### src/rtl/fp_pkg.sv
// Shared definitions for the sequential single-precision subtractor.
package fp_pkg;

    localparam int unsigned EXP_W  = 8;
    localparam int unsigned MAN_W  = 23;
    localparam int unsigned BIAS   = 127;
    localparam int unsigned WORD_W = 1 + EXP_W + MAN_W;
    localparam int unsigned SIG_W  = MAN_W + 1;

    // Unpacked operand: the mantissa carries the hidden bit at [MAN_W].
    typedef struct packed {
        logic             sign;
        logic [EXP_W-1:0] exp;
        logic [MAN_W:0]   man;
    } fp_unpacked_t;

    typedef enum logic [2:0] {
        IDLE,
        ALIGN,
        ADD,
        NORM,
        DONE
    } state_t;

    // Denormals are read with exponent 1 and a hidden bit of 0.
    function automatic fp_unpacked_t fp_unpack(input logic [WORD_W-1:0] w);
        fp_unpacked_t u;
        u.sign = w[WORD_W-1];
        u.exp  = w[WORD_W-2:MAN_W];
        if (u.exp == '0) begin
            u.exp = EXP_W'(1);
            u.man = {1'b0, w[MAN_W-1:0]};
        end else begin
            u.man = {1'b1, w[MAN_W-1:0]};
        end
        return u;
    endfunction

endpackage

### src/rtl/fp_unpack_align.sv
// Combinational unpack, magnitude ordering and alignment shift for the ALIGN step.
module fp_unpack_align
    import fp_pkg::*;
(
    input  logic [WORD_W-1:0] i_a,
    input  logic [WORD_W-1:0] i_b,
    output logic              o_x_sign,
    output logic [EXP_W-1:0]  o_x_exp,
    output logic [MAN_W:0]    o_x_man,
    output logic              o_y_sign,
    output logic [MAN_W:0]    o_y_man
);

    fp_unpacked_t     w_ua;
    fp_unpacked_t     w_ub;
    fp_unpacked_t     w_x;
    fp_unpacked_t     w_y;
    logic             w_a_ge_b;
    logic [EXP_W-1:0] w_diff;

    assign w_ua = fp_unpack(i_a);
    assign w_ub = fp_unpack(i_b);

    // X gets the larger (exponent, mantissa) pair so the later subtraction never goes negative.
    assign w_a_ge_b = {w_ua.exp, w_ua.man} >= {w_ub.exp, w_ub.man};
    assign w_x      = w_a_ge_b ? w_ua : w_ub;
    assign w_y      = w_a_ge_b ? w_ub : w_ua;
    assign w_diff   = w_x.exp - w_y.exp;

    assign o_x_sign = w_x.sign;
    assign o_x_exp  = w_x.exp;
    assign o_x_man  = w_x.man;
    assign o_y_sign = w_y.sign;
    // Shifts of a full significand width or more flush Y entirely.
    assign o_y_man  = (w_diff >= EXP_W'(SIG_W)) ? '0 : (w_y.man >> w_diff);

endmodule

### src/rtl/fp_sub_seq.sv
// Multi-cycle single-precision subtractor (A - B), truncating, one-bit-per-cycle normalisation.
module fp_sub_seq #(
    parameter int unsigned EXP_W = 8,
    parameter int unsigned MAN_W = 23
) (
    input  logic                     clk,
    input  logic                     rst,
    input  logic                     i_in_valid,
    output logic                     o_in_ready,
    input  logic [EXP_W+MAN_W:0]     i_a,
    input  logic [EXP_W+MAN_W:0]     i_b,
    output logic                     o_out_valid,
    input  logic                     i_out_ready,
    output logic [EXP_W+MAN_W:0]     o_result,
    output logic                     o_busy
);

    import fp_pkg::*;

    localparam int unsigned WordW = 1 + EXP_W + MAN_W;

    state_t             r_state;
    logic [WordW-1:0]   r_a;
    logic [WordW-1:0]   r_b;
    logic               r_sign;
    logic               r_y_sign;
    logic [EXP_W-1:0]   r_exp;
    logic [MAN_W:0]     r_x_man;
    logic [MAN_W:0]     r_y_man;
    logic [MAN_W+1:0]   r_m;
    logic [WordW-1:0]   r_result;
    logic               r_out_valid;
    logic               r_in_ready;
    logic               r_busy;

    logic               w_x_sign;
    logic [EXP_W-1:0]   w_x_exp;
    logic [MAN_W:0]     w_x_man;
    logic               w_y_sign;
    logic [MAN_W:0]     w_y_man;
    logic [MAN_W+1:0]   w_sum;
    logic [EXP_W-1:0]   w_exp_inc;
    logic [EXP_W-1:0]   w_exp_field;

    fp_unpack_align u_align (
        .i_a      (r_a),
        .i_b      (r_b),
        .o_x_sign (w_x_sign),
        .o_x_exp  (w_x_exp),
        .o_x_man  (w_x_man),
        .o_y_sign (w_y_sign),
        .o_y_man  (w_y_man)
    );

    // Magnitude add for like signs, subtract otherwise; X >= Y keeps the difference non-negative.
    assign w_sum = (r_sign == r_y_sign) ? ({1'b0, r_x_man} + {1'b0, r_y_man})
                                        : ({1'b0, r_x_man} - {1'b0, r_y_man});
    // Carry-out exponent wraps rather than saturating.
    assign w_exp_inc   = r_exp + EXP_W'(1);
    // A significand still lacking its hidden bit at exit is a denormal.
    assign w_exp_field = r_m[MAN_W] ? r_exp : '0;

    // Control FSM and datapath registers; outputs are registered alongside the state.
    always_ff @(posedge clk or posedge rst) begin
        if (rst) begin
            r_state     <= IDLE;
            r_a         <= '0;
            r_b         <= '0;
            r_sign      <= 1'b0;
            r_y_sign    <= 1'b0;
            r_exp       <= '0;
            r_x_man     <= '0;
            r_y_man     <= '0;
            r_m         <= '0;
            r_result    <= '0;
            r_out_valid <= 1'b0;
            r_in_ready  <= 1'b1;
            r_busy      <= 1'b0;
        end else begin
            unique case (r_state)
                IDLE: begin
                    if (i_in_valid && r_in_ready) begin
                        r_a        <= i_a;
                        // Negating B turns the operation into A + (-B).
                        r_b        <= {~i_b[WordW-1], i_b[WordW-2:0]};
                        r_in_ready <= 1'b0;
                        r_busy     <= 1'b1;
                        r_state    <= ALIGN;
                    end
                end
                ALIGN: begin
                    r_sign   <= w_x_sign;
                    r_y_sign <= w_y_sign;
                    r_exp    <= w_x_exp;
                    r_x_man  <= w_x_man;
                    r_y_man  <= w_y_man;
                    r_state  <= ADD;
                end
                ADD: begin
                    r_m     <= w_sum;
                    r_state <= NORM;
                end
                NORM: begin
                    if (r_m[MAN_W+1]) begin
                        r_m         <= r_m >> 1;
                        r_exp       <= w_exp_inc;
                        r_result    <= {r_sign, w_exp_inc, r_m[MAN_W:1]};
                        r_out_valid <= 1'b1;
                        r_state     <= DONE;
                    end else if (r_m == '0) begin
                        // Exact cancellation always yields +0.
                        r_sign      <= 1'b0;
                        r_exp       <= '0;
                        r_result    <= '0;
                        r_out_valid <= 1'b1;
                        r_state     <= DONE;
                    end else if (!r_m[MAN_W] && (r_exp > EXP_W'(1))) begin
                        r_m   <= r_m << 1;
                        r_exp <= r_exp - EXP_W'(1);
                    end else begin
                        r_result    <= {r_sign, w_exp_field, r_m[MAN_W-1:0]};
                        r_out_valid <= 1'b1;
                        r_state     <= DONE;
                    end
                end
                DONE: begin
                    if (i_out_ready) begin
                        r_out_valid <= 1'b0;
                        r_in_ready  <= 1'b1;
                        r_busy      <= 1'b0;
                        r_state     <= IDLE;
                    end
                end
                default: begin
                    r_state <= IDLE;
                end
            endcase
        end
    end

    assign o_in_ready  = r_in_ready;
    assign o_out_valid = r_out_valid;
    assign o_result    = r_result;
    assign o_busy      = r_busy;

endmodule

### config.mk
export PLATFORM = sky130hd
export DESIGN_NAME = fp_sub_seq
export DESIGN_NICKNAME = d
export VERILOG_FILES = /design/src/rtl/fp_pkg.sv /design/src/rtl/fp_unpack_align.sv /design/src/rtl/fp_sub_seq.sv
export SDC_FILE = /design/constraint.sdc
export NUM_CORES = 1
export LEC_CHECK = 0
export ABC_AREA = 0
export CELL_PAD_IN_SITES_DETAIL_PLACEMENT = 0
export CELL_PAD_IN_SITES_GLOBAL_PLACEMENT = 2
export CORE_UTILIZATION = 40
export DETAILED_ROUTE_END_ITERATION = 7
export HOLD_SLACK_MARGIN = 0.06
export PLACE_DENSITY = 0.86
export SYNTH_ARGS = -nofsm -noshare
export SYNTH_HDL_FRONTEND = slang
export SYNTH_SLANG_ARGS = --single-unit
### constraint.sdc
create_clock -name clk -period 9.9 [get_ports clk]
set_input_delay 0.99 -clock clk [delete_from_list [all_inputs] [get_ports clk]]
set_output_delay 0.99 -clock clk [all_outputs]
set_load 0.005 [all_outputs]
==> impl_summary.txt <==
----------------------------------------------------
[Status]
  Result of the run ... completed

[Clock tree]
  Clock transition at the registers of the reported paths ... 0.08 ns
  TritonCTS sink count ... 185
  Root buffer cell ... sky130_fd_sc_hd__clkbuf_16
  TritonCTS clock tree ... done
  Clock Tree Buf Depth ... 2
  Number of buffers inserted by post-CTS setup repair ... 0
  Num CTS Buffers ... 17
  # H-tree levels ... 4
  Quantity of gates resized following cts ... 0
  Number of buffers added to fix hold violations after cts ... 0
  Clock latency on the worst-skew pair ... 0.45 ns

[Global route]
  Global-route wire length before repair ... 52.86 mm
  Grt ovf ... 0
  Number of global-route vias before repair ... 9,789
  Pin count of the biggest net entering global routing ... 107
  Antenna violations before repair ... 0
  All-Layer GR Usage ... 21.10%

[Synth]
  Ys async rst share ... 100.0%
  Xor/xnor cell area share of the yosys netlist ... 4.038%
  Flip-flop cell with the highest count after synthesis ... sky130_fd_sc_hd__dfrtp_1
  #FFs+latches synth ... 185
  Biggest area contributors in the synthesized netlist ... sky130_fd_sc_hd__dfrtp_1 (37%), sky130_fd_sc_hd__nand2_1 (6.7%), sky130_fd_sc_hd__mux2i_1 (6.5%), sky130_fd_sc_hd__ha_1 (6.2%), sky130_fd_sc_hd__o21ai_0 (5.4%)
  Syn. warnings ... 0
  Number of distinct standard cells referenced by the synthesized netlist ... 76
  Multiplexer area fraction after synthesis ... 14.05%
  Arithmetic-cell share of the synthesized area counting full adders, half adders and majority gates ... 6.320%
  Yosys top cell by area ... sky130_fd_sc_hd__dfrtp_1
  Avg Inst Size Synth ... 8.948 um2
  Portion of the post-synthesis area used by sequential elements ... 37.36%
  Number of enable-type register cells in the synthesized netlist ... 0
  Share of synthesized cell area in and, or, nand and nor gates ... 15.07%
  Synthesized netlist net count ... 1,515
  Dominant combinational cell family by area after synthesis ... compound AO/OA/AOI/OAI gates
  Post-synthesis cell count ... 1,385
  Area fraction in compound gates after synthesis ... 18.80%
  Syn Std Cell Area ... 12,390 um2
  Post-synth top area share ... 37.15%

[Timing]
  Worst slew margin ... 16.64%
  RSZ-0062 raised after global routing ... no
  Final setup fails ... 0
  Fmax ... 0.1550 GHz
  Final worst-path cycle share ... 65.16%
  Final clock skew ... 0.01924 ns
  Post-layout minimum cycle time ... 6.451 ns
  Transition time at the pin with the least slew margin ... 1.216 ns
  Number of hold violations in the final report ... 0
  Count of pins over their slew limit ... 0
  Post-route setup TNS ... 0 ns

[Placement]
  Final HPWL DP ... 23.45 mm
  Routability Congestion ... 0.8634
  Count of buffers from port buffering ... 102

[Floorplan]
  Floorplan die area ... 31,690 um2
  Number of rows created at floorplan ... 64
  Floorplan Core Area ... 30,510 um2
  Die width ... 178.0 um
  Initial cell density of the core ... 40.62%
  Die Y-Extent ... 178.0 um
  Top-level port count ... 103

[Setup path]
  Worst-case register-to-register setup slack ... 3.45 ns
  Required arrival time at the worst endpoint ... 10.21 ns
  Arrival time of the worst setup path ... 6.76 ns
  Crit Path Max Fanout ... 31
  Launching element type of the critical path ... flip-flop
  Worst flop-to-flop path startpoint ... r_b[30]$_DFFE_PP0P_
  Capturing element type of the critical path ... flip-flop
  Critical path class ... reg -> reg
  Worst setup startpoint ... r_b[30]$_DFFE_PP0P_

[Route]
  Total wire length ... 31.51 mm
  Initial detailed-routing violation count ... 546
  Routed length per placed instance ... 17.12 um
  Final ANT Viol Nets ... 0
  Number of vias per cell after detailed routing ... 5.473
  Detailed-route via count ... 10,076
  Pre-antenna DRT Iters ... 5
  Detailed-route DRC error count ... 0

[Worst hold path]
  Worst min-delay path class ... reg -> reg
  Origin of the worst min-delay path ... o_result[19]$_DFFE_PP0P_

[Finish]
  Number of nets in the layout ... 1,562
  Sequential cell area ... 4632 um2
  Synthesis-to-finish area growth ... 15.59%
  Filler instances ... 2,974
  Multi-input logic area ... 7249 um2
  Ratio of cells with drive above 1 in the final layout ... 9.619%
  Diodes inserted ... 0

[Run]
  Number of max-cap violations ... 0

----------------------------------------------------
## state kept, by name, summed over array words and instances (netlist names)
signal	cells
o_busy	1
o_in_ready	1
o_out_valid	1
o_result	32
r_a	32
r_b	32
r_exp	8
r_m	25
r_sign	1
r_state	3
r_x_man	24
r_y_man	24
r_y_sign	1
## cells in the mapped netlist (10+ instances only)
| cell | n |
|---|---|
| sky130_fd_sc_hd__nand3_1 | 17 |
| sky130_fd_sc_hd__dfrtp_1 | 184 |
| sky130_fd_sc_hd__xor2_1 | 23 |
| sky130_fd_sc_hd__nor4_1 | 14 |
| sky130_fd_sc_hd__a211oi_1 | 12 |
| sky130_fd_sc_hd__o21ai_0 | 134 |
| sky130_fd_sc_hd__o21ai_1 | 15 |
| sky130_fd_sc_hd__clkbuf_1 | 76 |
| sky130_fd_sc_hd__nor3_1 | 19 |
| sky130_fd_sc_hd__mux2i_1 | 81 |
| sky130_fd_sc_hd__a221o_1 | 10 |
| sky130_fd_sc_hd__ha_1 | 61 |
| sky130_fd_sc_hd__a21oi_1 | 69 |
| sky130_fd_sc_hd__mux2_2 | 55 |
| sky130_fd_sc_hd__nand2_1 | 222 |
| sky130_fd_sc_hd__inv_1 | 46 |
| sky130_fd_sc_hd__xnor2_1 | 31 |
| sky130_fd_sc_hd__a31oi_1 | 37 |
| sky130_fd_sc_hd__nor2_1 | 96 |
## metrics by stage
stage                     area (um2)  hold WS (ns)  setup slack [ns]  util, %  cells
final                          14330        0.4791             3.449    46.95   1841
after CTS                      14330        0.4887             3.441    46.95   1841
after floorplan                12390        0.4563             3.883        -   1385
after global routing           14330        0.5057             2.950    46.95   1841
after detailed placement       13700        0.4699             3.502    44.91   1809
after global placement         13700        0.4609             3.637    44.91   1809
## layout make-up
type	count	area share, %
well taps	396	3.459
multi-input cells	1063	50.61
inverters	46	1.240
repair buffers	119	8.018
clock inverters	15	1.371
clock buffers	17	2.970
flip-flops and latches	185	32.33
## worst paths after layout
check,end,cells past startpoint
max in group asynchronous,r_m[24]$_DFFE_PP0P_,3
min in group asynchronous,o_busy$_DFFE_PP0P_,2
setup reg to reg,r_y_man[3]$_DFFE_PP0P_,20
setup / recovery,r_y_man[3]$_DFFE_PP0P_,20
hold reg to reg,o_result[19]$_DFFE_PP0P_,2
hold / removal,o_result[19]$_DFFE_PP0P_,2
## layer usage
| metal | vias up | wire length (um) | share of wire, % | global-route usage (%) |
|---|---|---|---|---|
| li1 | 5091 | - | - | - |
| met1 | 4761 | 16140 | 51 | 31.27 |
| met2 | 194 | 13720 | 44 | 31.91 |
| met3 | 30 | 1217 | 3.9 | 2.728 |
| met4 | 0 | 434 | 1.4 | 6.019 |
| met5 | - | 0 | 0 | 0 |
## critical path, stage by stage, from the launching register on
cell,delay (ns)
sky130_fd_sc_hd__dfrtp_1,0.41
sky130_fd_sc_hd__nor4_1,0.35
sky130_fd_sc_hd__nand2_1,0.14
sky130_fd_sc_hd__inv_1,0.11
sky130_fd_sc_hd__nor2_1,0.08
sky130_fd_sc_hd__ha_1,0.28
sky130_fd_sc_hd__buf_4,0.38
sky130_fd_sc_hd__and3_1,0.28
sky130_fd_sc_hd__nand3_2,0.10
sky130_fd_sc_hd__a2111o_1,0.50
sky130_fd_sc_hd__o21ai_2,0.78
sky130_fd_sc_hd__buf_4,0.37
sky130_fd_sc_hd__mux2i_1,0.45
sky130_fd_sc_hd__ha_1,0.29
sky130_fd_sc_hd__nor3_1,0.10
sky130_fd_sc_hd__xnor2_2,0.14
sky130_fd_sc_hd__buf_4,0.36
sky130_fd_sc_hd__mux2_2,0.42
sky130_fd_sc_hd__mux4_1,0.50
sky130_fd_sc_hd__o2111ai_1,0.12
sky130_fd_sc_hd__o211ai_1,0.12
## cells by family (layout without fill, tap and decap cells)
logic type / Yosys count / in the layout
flops: 185 / 185
buf+inv: 137 / 197
compound gates: 367 / 367
xor+xnor: 55 / 55
mux: 149 / 149
simple gates: 430 / 430
fa+ha+maj: 62 / 62
## cell usage in the layout, fill, tap and decap left out, types with 8 or more instances in the layout
cell type,instances
sky130_fd_sc_hd__nand3_1,17
sky130_fd_sc_hd__a21oi_1,69
sky130_fd_sc_hd__xnor2_1,30
sky130_fd_sc_hd__nor4_1,13
sky130_fd_sc_hd__nand2b_1,9
sky130_fd_sc_hd__o2111ai_1,8
sky130_fd_sc_hd__clkbuf_16,17
sky130_fd_sc_hd__clkdlybuf4s50_1,102
sky130_fd_sc_hd__nor2b_1,9
sky130_fd_sc_hd__o211ai_1,9
sky130_fd_sc_hd__a221o_1,10
sky130_fd_sc_hd__dfrtp_1,183
sky130_fd_sc_hd__nor2_1,95
sky130_fd_sc_hd__a31oi_1,37
sky130_fd_sc_hd__mux4_2,8
sky130_fd_sc_hd__o31ai_1,8
sky130_fd_sc_hd__nand2_1,222
sky130_fd_sc_hd__a211oi_1,12
sky130_fd_sc_hd__ha_1,61
sky130_fd_sc_hd__xor2_1,23
sky130_fd_sc_hd__nor3_1,19
sky130_fd_sc_hd__o21ai_0,134
sky130_fd_sc_hd__mux2i_1,81
sky130_fd_sc_hd__o21ai_1,14
sky130_fd_sc_hd__inv_1,45
sky130_fd_sc_hd__mux2_2,55
sky130_fd_sc_hd__buf_4,17
sky130_fd_sc_hd__and3_1,9
Power is not shown: default switching activity piles up to over one toggle a cycle in this logic, so the estimate is an artifact.
